--- src/rtl/xswitch_bank.sv ---
// xswitch_bank -- memory-mapped bank of debounced switch inputs.
//
// Each raw switch input is brought into the clk domain with a two-flop
// synchroniser. A per-channel stability counter then filters it. When the
// filtered (STABLE) value changes, a sticky pending bit can be latched. Rising
// and falling edges are enabled separately per channel. The pending bits,
// qualified by a per-channel mask, drive a level interrupt.
//
// Register map (bits above N_SW read as 0; writes to them are ignored):
//   0 STATE    RO   debounced stable value
//   1 PEND     W1C  sticky edge-pending bits
//   2 RISE_EN  RW   0->1 capture enable
//   3 FALL_EN  RW   1->0 capture enable
//   4 IRQ_MASK RW   interrupt enable
//   5..7           read 0, writes ignored
//
// Ports:
//   clk       system clock
//   rst       asynchronous reset, active-low
//   sel       bus select for this block
//   we        write enable, qualified by sel
//   addr      register address
//   data_in   write data
//   data_out  combinational read data, 0 when sel=0
//   sw_in     raw asynchronous switch inputs
//   irq       |(PEND & IRQ_MASK)
module xswitch_bank #(
  parameter int N_SW         = 8,
  parameter int DEBOUNCE_W   = 16,
  parameter int DEBOUNCE_CYC = 50000,
  parameter int ADDR_W       = 3,
  parameter int DATA_W       = 32
) (
  input  logic              clk,
  input  logic              rst,
  input  logic              sel,
  input  logic              we,
  input  logic [ADDR_W-1:0] addr,
  input  logic [DATA_W-1:0] data_in,
  output logic [DATA_W-1:0] data_out,
  input  logic [N_SW-1:0]   sw_in,
  output logic              irq
);

  localparam logic [DEBOUNCE_W-1:0] CNT_LAST = DEBOUNCE_W'(DEBOUNCE_CYC - 1);

  localparam logic [ADDR_W-1:0] A_STATE = ADDR_W'(0);
  localparam logic [ADDR_W-1:0] A_PEND  = ADDR_W'(1);
  localparam logic [ADDR_W-1:0] A_RISE  = ADDR_W'(2);
  localparam logic [ADDR_W-1:0] A_FALL  = ADDR_W'(3);
  localparam logic [ADDR_W-1:0] A_MASK  = ADDR_W'(4);

  logic [N_SW-1:0] sync_meta;
  logic [N_SW-1:0] sync;
  logic [N_SW-1:0] stable;
  logic [N_SW-1:0] rise_evt;
  logic [N_SW-1:0] fall_evt;
  logic [N_SW-1:0] pend;
  logic [N_SW-1:0] rise_en;
  logic [N_SW-1:0] fall_en;
  logic [N_SW-1:0] irq_mask;
  logic [N_SW-1:0] pend_set;
  logic [N_SW-1:0] pend_clr;
  logic [N_SW-1:0] wdata;
  logic            wr;
  logic [DATA_W-1:0] rd_word;

  // Only the low N_SW bits of data_in are meaningful; fold the rest away.
  logic data_in_unused;
  assign data_in_unused = ^data_in;

  assign wr    = sel & we;
  assign wdata = data_in[N_SW-1:0];

  // Two-flop synchroniser for the asynchronous switch inputs.
  always_ff @(posedge clk or negedge rst) begin
    if (!rst) begin
      sync_meta <= '0;
      sync      <= '0;
    end else begin
      sync_meta <= sw_in;
      sync      <= sync_meta;
    end
  end

  // Per-channel debounce. The counter counts consecutive cycles where the
  // synchronised input disagrees with STABLE. Any agreeing cycle restarts it.
  // On the DEBOUNCE_CYC-th disagreeing cycle STABLE takes the new value and
  // the counter returns to 0, so it never wraps.
  generate
    for (genvar gi = 0; gi < N_SW; gi++) begin : g_ch
      logic [DEBOUNCE_W-1:0] cnt;
      logic                  stab;
      logic                  differ;
      logic                  upd;

      assign differ = sync[gi] ^ stab;
      assign upd    = differ && (cnt == CNT_LAST);

      always_ff @(posedge clk or negedge rst) begin
        if (!rst) begin
          cnt  <= '0;
          stab <= 1'b0;
        end else if (!differ) begin
          cnt <= '0;
        end else if (cnt == CNT_LAST) begin
          stab <= sync[gi];
          cnt  <= '0;
        end else begin
          cnt <= cnt + 1'b1;
        end
      end

      assign stable[gi]   = stab;
      // Updates always move STABLE towards sync, so sync gives the edge direction.
      assign rise_evt[gi] = upd & sync[gi];
      assign fall_evt[gi] = upd & ~sync[gi];
    end
  endgenerate

  assign pend_set = (rise_evt & rise_en) | (fall_evt & fall_en);
  assign pend_clr = (wr && addr == A_PEND) ? wdata : '0;

  // Control registers. The OR with pend_set comes after the W1C clear, so a
  // capture on the same edge as a clear keeps the bit pending.
  always_ff @(posedge clk or negedge rst) begin
    if (!rst) begin
      pend     <= '0;
      rise_en  <= '0;
      fall_en  <= '0;
      irq_mask <= '0;
    end else begin
      pend <= (pend & ~pend_clr) | pend_set;
      if (wr && addr == A_RISE) rise_en  <= wdata;
      if (wr && addr == A_FALL) fall_en  <= wdata;
      if (wr && addr == A_MASK) irq_mask <= wdata;
    end
  end

  // Combinational read. we does not gate reads.
  always_comb begin
    rd_word = '0;
    case (addr)
      A_STATE: rd_word[N_SW-1:0] = stable;
      A_PEND:  rd_word[N_SW-1:0] = pend;
      A_RISE:  rd_word[N_SW-1:0] = rise_en;
      A_FALL:  rd_word[N_SW-1:0] = fall_en;
      A_MASK:  rd_word[N_SW-1:0] = irq_mask;
      default: rd_word = '0;
    endcase
    data_out = sel ? rd_word : '0;
  end

  assign irq = |(pend & irq_mask);

endmodule

--- config.mk ---
export PLATFORM = sky130hd
export DESIGN_NAME = xswitch_bank
export DESIGN_NICKNAME = d
export VERILOG_FILES = /design/src/rtl/xswitch_bank.sv
export SDC_FILE = /design/constraint.sdc
export NUM_CORES = 1
export LEC_CHECK = 0
export CAP_MARGIN = 10
export CORE_ASPECT_RATIO = 1.25
export CORE_MARGIN = 2
export CORE_UTILIZATION = 58
export CTS_CLUSTER_DIAMETER = 30
export DETAILED_ROUTE_END_ITERATION = 7
export DONT_BUFFER_PORTS = 1
export PLACE_DENSITY = 0.84
export SETUP_SLACK_MARGIN = 0.3
export SLEW_MARGIN = 5
export SYNTH_ARGS = -nofsm -noshare
export SYNTH_HDL_FRONTEND = slang
export SYNTH_SLANG_ARGS = --single-unit
export TNS_END_PERCENT = 5
--- constraint.sdc ---
create_clock -name clk -period 1.8 [get_ports clk]
set_input_delay 0.27 -clock clk [delete_from_list [all_inputs] [get_ports clk]]
set_output_delay 0.27 -clock clk [all_outputs]
set_load 0.05 [all_outputs]
Yosys cells after proc, flatten, opt, wreduce, memory -nomap -nowiden
Cells that the tools add are included.

word-level totals
  bits in registers = 184
  logic and storage cells = 123
  output and inout bits = 33
  input port bits = 47

operators by class
  reductions and logical operators = 22
  equality and inequality tests = 12
  $add $sub $neg = 8
  bitwise gates (word level) = 40
  muxes and demuxes = 19

operator list
  cell                     count
  $mux W16                 16
  $add A16 B1 Y16 const B  8
  $eq A16 B16 Y1 const B   8
  $pmux W8 S5              1
  $and A8 B8 Y8            4
  $and A1 B1 Y1            17
  $mux W8                  2
  $or A8 B8 Y8             2
  $reduce_and A2 Y1        8
  $logic_and A1 B1 Y1      12
  $not A1 Y1               8
  $not A8 Y8               1
  $reduce_or A8 Y1         1
  $xor A1 B1 Y1            8
  $eq A3 B2 Y1 const B     2
  $eq A3 B1 Y1 const B     1
  $eq A3 B3 Y1 const B     1
  $logic_not A3 Y1         1

Depth between registers and ports, before layout
Gate-level depths: netlist (run 1).

  depth after elaboration = 6
  mapped depth = 6
  mapped depth without buffers = 5

Worst setup path after synthesis (run 1)
Ideal clock, no wire load.

  kind = register -> register
  start point = register g_ch[5].cnt[7]
  end point = register g_ch[5].stab
  arrival time = 1,787 ps
  slack = -112 ps
  path buffers = 1
  setup time = 125 ps
  stages on the path, launching flop included = 5
  period minus slack after synthesis = 1,912 ps
  path through = dfrtp_1 -> buf_6 -> or4_1 -> or4_4 -> mux2_4

on the way
  word-level cells in the longest chain between the ends = 2

ends and longest elaborated chain
  item                                RTL line  RTL
  start: declaration                  92        logic [DEBOUNCE_W-1:0] cnt;
  start signal: assignment            110       cnt <= cnt + 1'b1;
  $eq A16 B16 Y1                      106       end else if (cnt == CNT_LAST) begin
  $reduce_and A2 Y1 (no source line)  n/a
  end signal: assignment              107       stab <= sync[gi];
  end: declaration                    93        logic stab;

No other way between the ends.
A chain may end at the register's enable or synchronous reset.

Final worst setup path (run 1)
  start point = register fall_en[3]
  end point = output data_out[3]

on the way
  word-level cells in the longest chain between the ends = 2

ends and longest elaborated chain
  item                      RTL line  RTL
  start: declaration        60        logic [N_SW-1:0] fall_en;
  start signal: assignment  135       if (wr && addr == A_FALL) fall_en <= wdata;
  $pmux W8 S5               143       case (addr)
  $mux W8                   151       data_out = sel ? rd_word : '0;
  end: declaration          40        output logic [DATA_W-1:0] data_out,

No other way between the ends.

==> results.toml, run 1 <==
[place]
dpl.hpwl_mm = 11.57
gp_congestion = 0.8591
port_buffers = 0

[sta]
whs_ps = -475.9
period_share = 1.118
tightest_slew_ps = 578.9
fmax_ghz = 0.4968
setup_slack_ps = -213.0
slew_headroom = 0.6130
finalSetupViolations = 54
hold_viol = 184
fin_skew_ps = 7.619
report.final.slew_viol_count = 0
rsz0062_at_grt = "true"
period_needed_ps = 2013

[drt]
ant_nets = 0
drtIter0Drc = 706
wl_per_cell_um = 21.31
drc = 0
viasPerCell = 6.354
drt-pass1-iter-count = 5
vias = 7224
wl_mm = 24.23

[run_status]
violations = "hold timing, setup timing"
status = "complete, but fails checks"

[setup_path]
setup.worst_path.start_class = "flip-flop"
r2r_start = "g_ch[7].cnt[13]"
cp_max_fo = 2
worstPathRequired_ps = 1530
cp.arrival_ps = 1740
ff2ff_path_depth = 5
end_kind = "primary output"
r2r-end = "g_ch[7].cnt[11]"
critical_path_class = "reg -> out"
rrSetupSlack_ps = -150

[grt]
first_global_vias = 6983
grt_max_degree = 185
grt_pass1_wl_mm = 34.51
overflow = 0
grt_use_total = 0.2696
antenna_found_initial = 2

[synth]
synth_area_mm2 = 0.008922
yosysUniqueCellTypes = 45
synth-compound-area-share = 0.04305
synth_top_family_by_area = "simple AND/OR/NAND/NOR gates"
synth_cells = 860
syn_area_per_cell_um2 = 10.37
yosys_warnings = 0
ys_ff_latch = 184
yosys.area_share.simple = 0.2234
synth-xor-area-share = 0.1149
ys_seq_area_frac = 0.5161
synthAdderAreaFrac = 0.01122
synth.area.mux_share = 0.04838

[floorplan]
rows = 50
fp.dieW_um = 114.9
io_pins = 80
core_mm2 = 0.01501
start_util = 0.5942
die_area_mm2 = 0.01640
die_h_um = 142.7

[run]
cap_violations = 0

[power_and_ir_drop]
p_leak_nw = 4.343
power_density_mw_per_mm2 = 814.7
finalPower_mw = 9.444
worst_ir_drop_vdd_v = 0.0007686

[cts]
clkTransAtPathRegs_ps = 70
cts_made_buffers = 17
clock-sinks = 184
hold_buffers = 17
cts_root_buf = "clkbuf_16"
cts-htree-levels = 4
clockBufferDepth = 2
cts_tree = "yes"
clock_latency_ps = 440

[final_layout]
drive_above_1_share = 0.3505
syn_to_final_growth_pct = 29.91
layout.nets = 997
final_common_cell = "dfrtp_1"
final_util = 0.7720
layout_common_cells = "dfrtp_1, xnor2_1, nor2_4"

[min_path]
hp-class = "in -> async"
synth_stat cells (all sizes together):
cell type,n,area [um^2]
buf,32,230.2
mux2,38,431.7
or4b,1,10.01
ha,8,100.1
o22ai,8,50.05
nor3b,2,15.01
a21o,2,15.01
a21oi,4,20.02
xor2,23,201.4
nand2b,1,13.76
nand3b,8,60.06
a22oi,21,157.7
a31oi,3,18.77
nand2,44,165.2
nor4b,8,82.58
o41ai,2,32.53
and3,6,37.54
o2bb2ai,4,35.03
dfrtp,184,4604
a22o,2,17.52
nand4b,3,26.28
nor4bb,10,100.1
nand3,36,180.2
clkbuf,8,30.03
nor2,141,529.3
o31ai,1,7.510
conb,1,3.750
or4,4,33.78
and4,2,17.52
and2,11,68.82
o21ai,6,30.02
xnor2,94,823.3
or3,3,18.77
nand4,39,244.0
nor2b,4,25.02
nor3,28,140.1
inv,32,120.1
nor4,36,225.2
critical path, cell delays in order, from the launching register on:
cell     delay (ps)
dfrtp_1         390
mux2_2          290
a22oi_2         140
o22ai_1         160
and2_4          180
buf_12          140
final cells by class:
| type | instances | area (um^2) |
|---|---|---|
| Clock buffer | 24 | 491.7 |
| Sequential cell | 184 | 4634 |
| Antenna cell | 2 | 5.005 |
| Multi-Input combinational cell | 627 | 5201 |
| Fill cell | 755 | 3423 |
| Clock inverter | 6 | 91.34 |
| Timing Repair Buffer | 80 | 819.5 |
| Inverter | 32 | 120.1 |
| Tap cell | 182 | 227.7 |
per-layer routing:
layer	share of wire	up-vias	track usage
met5	0	-	0
met4	0.042	0	0.1306
met3	0.068	102	0.07216
met2	0.52	357	0.4505
met1	0.37	3640	0.3224
li1	-	3125	-
power breakdown:
group / switching (mW) / leakage [nW] / total (mW) / internal (mW)
Clock: 1.58 / 0.275 / 3.76 / 2.18
Sequential: 0.223 / 2.43 / 4.57 / 4.35
Combinational: 0.583 / 1.64 / 1.12 / 0.536
logic make-up after synthesis:
group,after synthesis
AO/OA/AOI/OAI,53
flip-flops,184
AND/OR/NAND/NOR,387
adder cells (fa/ha/maj),8
multiplexers,38
other,1
buffers and inverters,72
XOR/XNOR,117
sequential cells by signal, indices dropped and copies added (netlist names):
name / count
g_ch.cnt: 128
fall_en: 8
g_ch.stab: 8
irq_mask: 8
pend: 8
rise_en: 8
sync: 8
sync_meta: 8
worst max-delay path by stage:
stage,start,end,slack (ps),cells after the start
4_1_cts,rise_en[0],data_out[0],-120,5
2_1_floorplan,g_ch[5].cnt[12],g_ch[5].stab,-60,3
3_3_place_gp,g_ch[5].cnt[12],g_ch[5].stab,-70,3
3_5_place_dp,g_ch[5].cnt[12],g_ch[5].stab,-90,3
6_report,fall_en[3],data_out[3],-210,5
5_1_grt,rise_en[3],data_out[3],-250,5
stage by stage:
step,setup slack (ps),hold WS (ps),instance area (um^2),setup TNS [ps],std cells
after floorplan,-64.95,-25.59,9009,-347.1,883
after global placement,-66.11,-20.40,9452,-138.0,1075
after detailed placement,-90.87,-22.41,9452,-740.0,1075
after CTS,-120.2,-483.2,10700,-1694,1133
after global routing,-249.1,-490.9,11590,-6160,1137
final,-213.0,-475.9,11590,-4332,1137
repair_timing:
item	in CTS	in global routing
hold endpoints to repair	220	184
endpoints found under the setup margin	143	146
gates cloned	0	1
setup buffers	11	1
pin swaps	108	131
gates resized for setup	101	215
Note: power is estimated with default switching activity, not from simulation.
==> run 2, diff against run 1 <==
Settings changed: ABC_AREA set to 1.
==> run 2 against run 1 <==
Compared with the run above: the flow finishes with violations (hold timing); count of clock-buffer cells in the layout fell by 5; sequential cell count unchanged; worst setup slack gained 340 ps; area after synthesis rose by 9.5%; first-iteration DRC count down 9.1%; core utilization is 11 points lower; register-to-register slack gained 380 ps; critical path depth did not move; sequential power is 1% lower; largest power group unchanged.
==> results.toml, run 2 <==
[drt]
drc = 0
wl_mm = 20.47
drt-pass1-iter-count = 6
viasPerCell = 5.173
wl_per_cell_um = 12.68
vias = 8349
drtIter0Drc = 642
ant_nets = 0

[sta]
fmax_ghz = 0.5987
finalSetupViolations = 0
setup_slack_ps = 129.8
finalSetupTns_ps = 0
fin_skew_ps = 9.398
slew_headroom = 0.6434
hold_viol = 184
report.final.slew_viol_count = 0
whs_ps = -468.7
period_share = 0.9279
rsz0062_at_grt = "true"
period_needed_ps = 1670
tightest_slew_ps = 534.4

[setup_path]
cp.arrival_ps = 1400
cp_max_fo = 2
crit_path_cell_trace = "inv_1, o21ai_1, nor2_1, nor2_2, buf_6"
end_kind = "primary output"
slowest_stage = "dfrtp_1"
worstPathRequired_ps = 1530
setup.worst_path.start_class = "flip-flop"
critical_path_class = "reg -> out"
cpPeakStageDelay_ps = 350

[floorplan]
die_area_mm2 = 0.01790
rows = 53
io_pins = 80
fp.dieW_um = 120.1
start_util = 0.5869
core_mm2 = 0.01664
die_h_um = 149.1

[power_and_ir_drop]
p_leak_nw = 5.218
p_switching_mw = 2.296
worst_ir_drop_vdd_v = 0.0007674
finalPower_mw = 9.042
p_int_mw = 6.745
clkPwrFrac = 0.414
combPwrFrac = 0.087
swShare = 0.2540
power_density_mw_per_mm2 = 823.6
power_frac_seq = 0.498

[synth]
ys_ff_latch = 184
synth_common_cells = "nand2_1, nor2_1, dfrtp_1"
synth_area_mm2 = 0.009768
yosys_warnings = 0
synth_edf_count = 0
synth_ff_type = "dfrtp_1"
synth_top_area_cell = "dfrtp_1"
synth_cells = 1324
syn_area_per_cell_um2 = 7.378
yosysUniqueCellTypes = 30
ys_seq_area_frac = 0.4714
ys_async_sr_fraction = 1.000
yosys-top-cells-area = "dfrtp_1, nand2_1, nor2_1"
yosysTopAreaCellShare = 0.4714
post-synth-top-count-cell = "nand2_1"

[cts]
clkTransAtPathRegs_ps = 70
cts-htree-levels = 4
cts_made_buffers = 17
clock_latency_ps = 440
cts_tree = "yes"
clock-sinks = 184
hold_buffers = 8
cts_root_buf = "clkbuf_16"
clockBufferDepth = 2

[place]
place_worst_setup_slack_ps = 128.6
dpl.hpwl_mm = 14.15
place_area_mm2 = 0.01010
dp_cells = 1562
gp_congestion = 0.9297
port_buffers = 0

[final_layout]
largest_reg_flops = 128
registers.top_by_ff_count = "g_ch.cnt"
syn_to_final_growth_pct = 12.39
final_util = 0.6596
final_common_cell = "nand2_1"
layout.nets = 1436
layoutNonFillerInstCount = 1614
layout_common_cells = "nand2_1, nor2_1, dfrtp_1"
fin_area_mm2 = 0.01098
drive_above_1_share = 0.07963
n_antenna_cell = 0

[grt]
first_global_vias = 7905
grt_use_total = 0.2390
overflow = 0
antenna_found_initial = 0
grt_max_degree = 185
grt_pass1_wl_mm = 34.47

[run]
cap_violations = 0

[min_path]
hp-class = "in -> async"

[run_status]
violations = "hold timing"
status = "complete, but fails checks"
-- run 2: cell count changes in the layout (fill, tap and decap cells not counted), sizes merged, moves of 36 or more --
cell	delta
nor4	-36
xnor2	-87
mux2	-38
nor2	+166
nand2	+272
inv	+137
nand3	+83
o21ai	+50
-- run 2: what timing repair did --
item | in CTS | in global routing
pin swaps | 15 | 11
hold endpoints to repair | 192 | 184
gates cloned | 0 | 0
buffers inserted | 5 | 7
resized for setup | 27 | 17
endpoints found under the setup margin | 43 | 88
-- run 2: kinds of logic (layout without fill, tap and decap cells) --
group	count (synthesis)	in the layout	synth area share
AND/OR/NAND/NOR	805	805	0.3423
buffers and inverters	192	239	0.08467
flip-flops	184	184	0.4714
AO/OA/AOI/OAI	85	85	0.04714
XOR/XNOR	49	49	0.04393
adder cells (fa/ha/maj)	8	8	0.01025
other	1	24	0.0003839
-- run 2: cell type report --
class,instances,area (um^2)
Clock inverter,13,143.9
Fill cell,1369,5667
Inverter,165,619.3
Multi-Input combinational cell,971,4508
Clock buffer,19,452.9
Sequential cell,184,4604
Tap cell,220,275.3
Timing Repair Buffer,42,374.1
-- run 2: worst max-delay path: cells and delay by family (launching register included) --
family          cells  cell delay, ps
buf+inv             2             250
simple gates        2             230
flops               1             350
compound gates      1             130
-- run 2: routing by layer --
layer  part of all wire  track usage  wire, um
met2               0.50       0.4125     10260
met5                  0            0         0
met1               0.42       0.2928      8660
met4              0.025       0.1018       504
met3              0.051      0.04625      1048
-- run 2: final timing paths --
kind                           startpoint              to  slack [ps]  depth (start not counted)
max in group asynchronous             rst  g_ch[6].cnt[2]        2060                          0
max                            fall_en[4]     data_out[4]         130                          5
min                                   rst  g_ch[1].cnt[2]        -470                          0
min in group clk               data_in[6]      rise_en[6]          30                          2
min reg2reg                  sync_meta[7]         sync[7]         350                          0
max reg2reg                g_ch[3].cnt[0]  g_ch[3].cnt[6]         230                          6
-- run 2: power by group through the flow --
| stage | logic, mW | registers (mW) | clock network (mW) |
|---|---|---|---|
| floorplan | 0.597 | 4.54 | 0 |
| global placement | 0.665 | 4.57 | 0 |
| detailed placement | 0.686 | 4.58 | 0 |
| CTS | 0.751 | 4.50 | 3.79 |
| global route | 0.878 | 4.53 | 3.95 |
| finish | 0.791 | 4.51 | 3.74 |
==> run 3, diff against run 2 <==
Settings changed: REMOVE_ABC_BUFFERS set to 1.
==> run 3 against run 2 <==
Compared with the run above: the flow still finishes with violations (hold timing); sequential share of layout area fell by 0.13 points; sequential power about the same; sequential cell count did not move; clock power grew 4%; worst setup slack worse by 8.1 ps; combinational power up 2%; wire length increased by 1.7%; die area did not move; largest cell class unchanged; non-clock buffer count rose by 2; maximum frequency fell by 0.48%; worst hold slack worse by 7.6 ps.
==> results.toml, run 3 (synthesis gave the netlist of run 2 again) <==
[sta]
fin_skew_ps = 8.122
hold_viol = 184
tightest_slew_ps = 533.2
report.final.slew_viol_count = 0
fmax_ghz = 0.5958
whs_ps = -476.3
slew_headroom = 0.6435
period_needed_ps = 1678
rsz0062_at_grt = "true"
finalSetupTns_ps = 0
finalSetupViolations = 0
period_share = 0.9324

[setup_path]
critical_path_class = "in -> out"
cp.arrival_ps = 1410
setup.worst_path.start_class = "input pin"
cp_max_fo = 8
end_kind = "primary output"
worstPathRequired_ps = 1530

[floorplan]
die_h_um = 149.1
start_util = 0.5869
rows = 53
fp.dieW_um = 120.1
die_area_mm2 = 0.01790
core_mm2 = 0.01664
io_pins = 80

[grt]
grt_max_degree = 185
antenna_found_initial = 0
grt_pass1_wl_mm = 35.50
first_global_vias = 8129
grt_use_total = 0.2443
overflow = 0

[run_status]
violations = "hold timing"
status = "complete, but fails checks"

[final_layout]
layout_common_cells = "nand2_1, nor2_1, dfrtp_1"
largest_reg_flops = 128
n_antenna_cell = 0
syn_to_final_growth_pct = 12.73
layout.nets = 1438
registers.top_by_ff_count = "g_ch.cnt"
layoutNonFillerInstCount = 1616
final_util = 0.6616
drive_above_1_share = 0.07808
final_common_cell = "nand2_1"

[cts]
hold_buffers = 8
cts_tree = "yes"
cts-htree-levels = 4
clkTransAtPathRegs_ps = 70
clock-sinks = 184
clockBufferDepth = 2
clock_latency_ps = 430
cts_made_buffers = 17
cts_root_buf = "clkbuf_16"

[place]
dp_cells = 1563
gp_congestion = 0.9114
port_buffers = 0
dpl.hpwl_mm = 14.57

[drt]
drtIter0Drc = 660
ant_nets = 0
drt-pass1-iter-count = 6
drc = 0
wl_per_cell_um = 12.88
wl_mm = 20.81
viasPerCell = 5.215
vias = 8427

[power_and_ir_drop]
power_density_mw_per_mm2 = 834.6
worst_ir_drop_vdd_v = 0.0006521
p_leak_nw = 5.236

[min_path]
hp-class = "in -> async"

[run]
cap_violations = 0
-- run 3: cell count changes in the layout (fill, tap and decap cells not counted), moves of 2 or more --
cell	delta
buf_4	+2
clkbuf_1	+2
clkinv_4	-2
inv_6	-2
nand2_1	-2
nand2_2	+2
o21ai_1	+2
o21ai_2	-2
-- run 3: cell type report --
class,instances,area [um^2]
well taps,220,275.3
repair buffers,44,380.4
clock buffers,22,474.2
inverters,165,619.3
fillers,1364,5633
clock inverters,10,141.4
flip-flops and latches,184,4604
multi-input cells,971,4517
-- run 3: metal layers --
metal	part of all wire	up-vias	routed length [um]	global-route usage
met4	0.019	0	400	0.09882
li1	-	4227	-	-
met2	0.52	215	10810	0.4307
met3	0.057	33	1194	0.05084
met5	0	-	0	0
met1	0.40	3952	8409	0.2908
-- run 3: path summary, 6_finish.rpt --
check | end | slack, ps | cells after the start | startpoint
max in group asynchronous | g_ch[7].cnt[1] | 2080 | 0 | rst
worst min register to register | sync[1] | 350 | 0 | sync_meta[1]
min in group clk | rise_en[5] | 30 | 2 | data_in[5]
worst max-delay path | data_out[1] | 120 | 6 | addr[2]
worst max register to register | g_ch[3].cnt[4] | 240 | 6 | g_ch[3].cnt[0]
worst min-delay path | g_ch[4].cnt[2] | -480 | 0 | rst
-- run 3: stage by stage --
step / cell area, um^2 / total power, mW / setup slack [ps]
after global placement: 10090 / 5.236 / 186.7
after floorplan: 9647 / 5.088 / 75.07
after detailed placement: 10090 / 5.271 / 168.8
after CTS: 10890 / 9.205 / 138.7
after global routing: 11010 / 9.520 / 80.95
final: 11010 / 9.191 / 121.7
-- run 3: worst max-delay path, stage by stage --
cell and delay, ps:
inv_1 50, nand3_1 380, o21ai_1 300, nor2_2 50, nor2_2 160, buf_6 190
-- run 3: what timing repair did --
action | CTS | global route
gates resized for setup | 24 | 22
setup endpoints to repair | 48 | 86
buffers inserted | 6 | 7
hold endpoints to repair | 192 | 184
pin swaps | 9 | 16
-- run 3: where the power goes --
| group | total (mW) | leakage (nW) | switching [mW] | internal (mW) |
|---|---|---|---|---|
| Sequential | 4.51 | 2.47 | 0.162 | 4.35 |
| Clock | 3.88 | 0.297 | 1.58 | 2.30 |
| Combinational | 0.804 | 2.47 | 0.528 | 0.276 |
| Total | 9.19 | 5.24 | 2.27 | 6.92 |
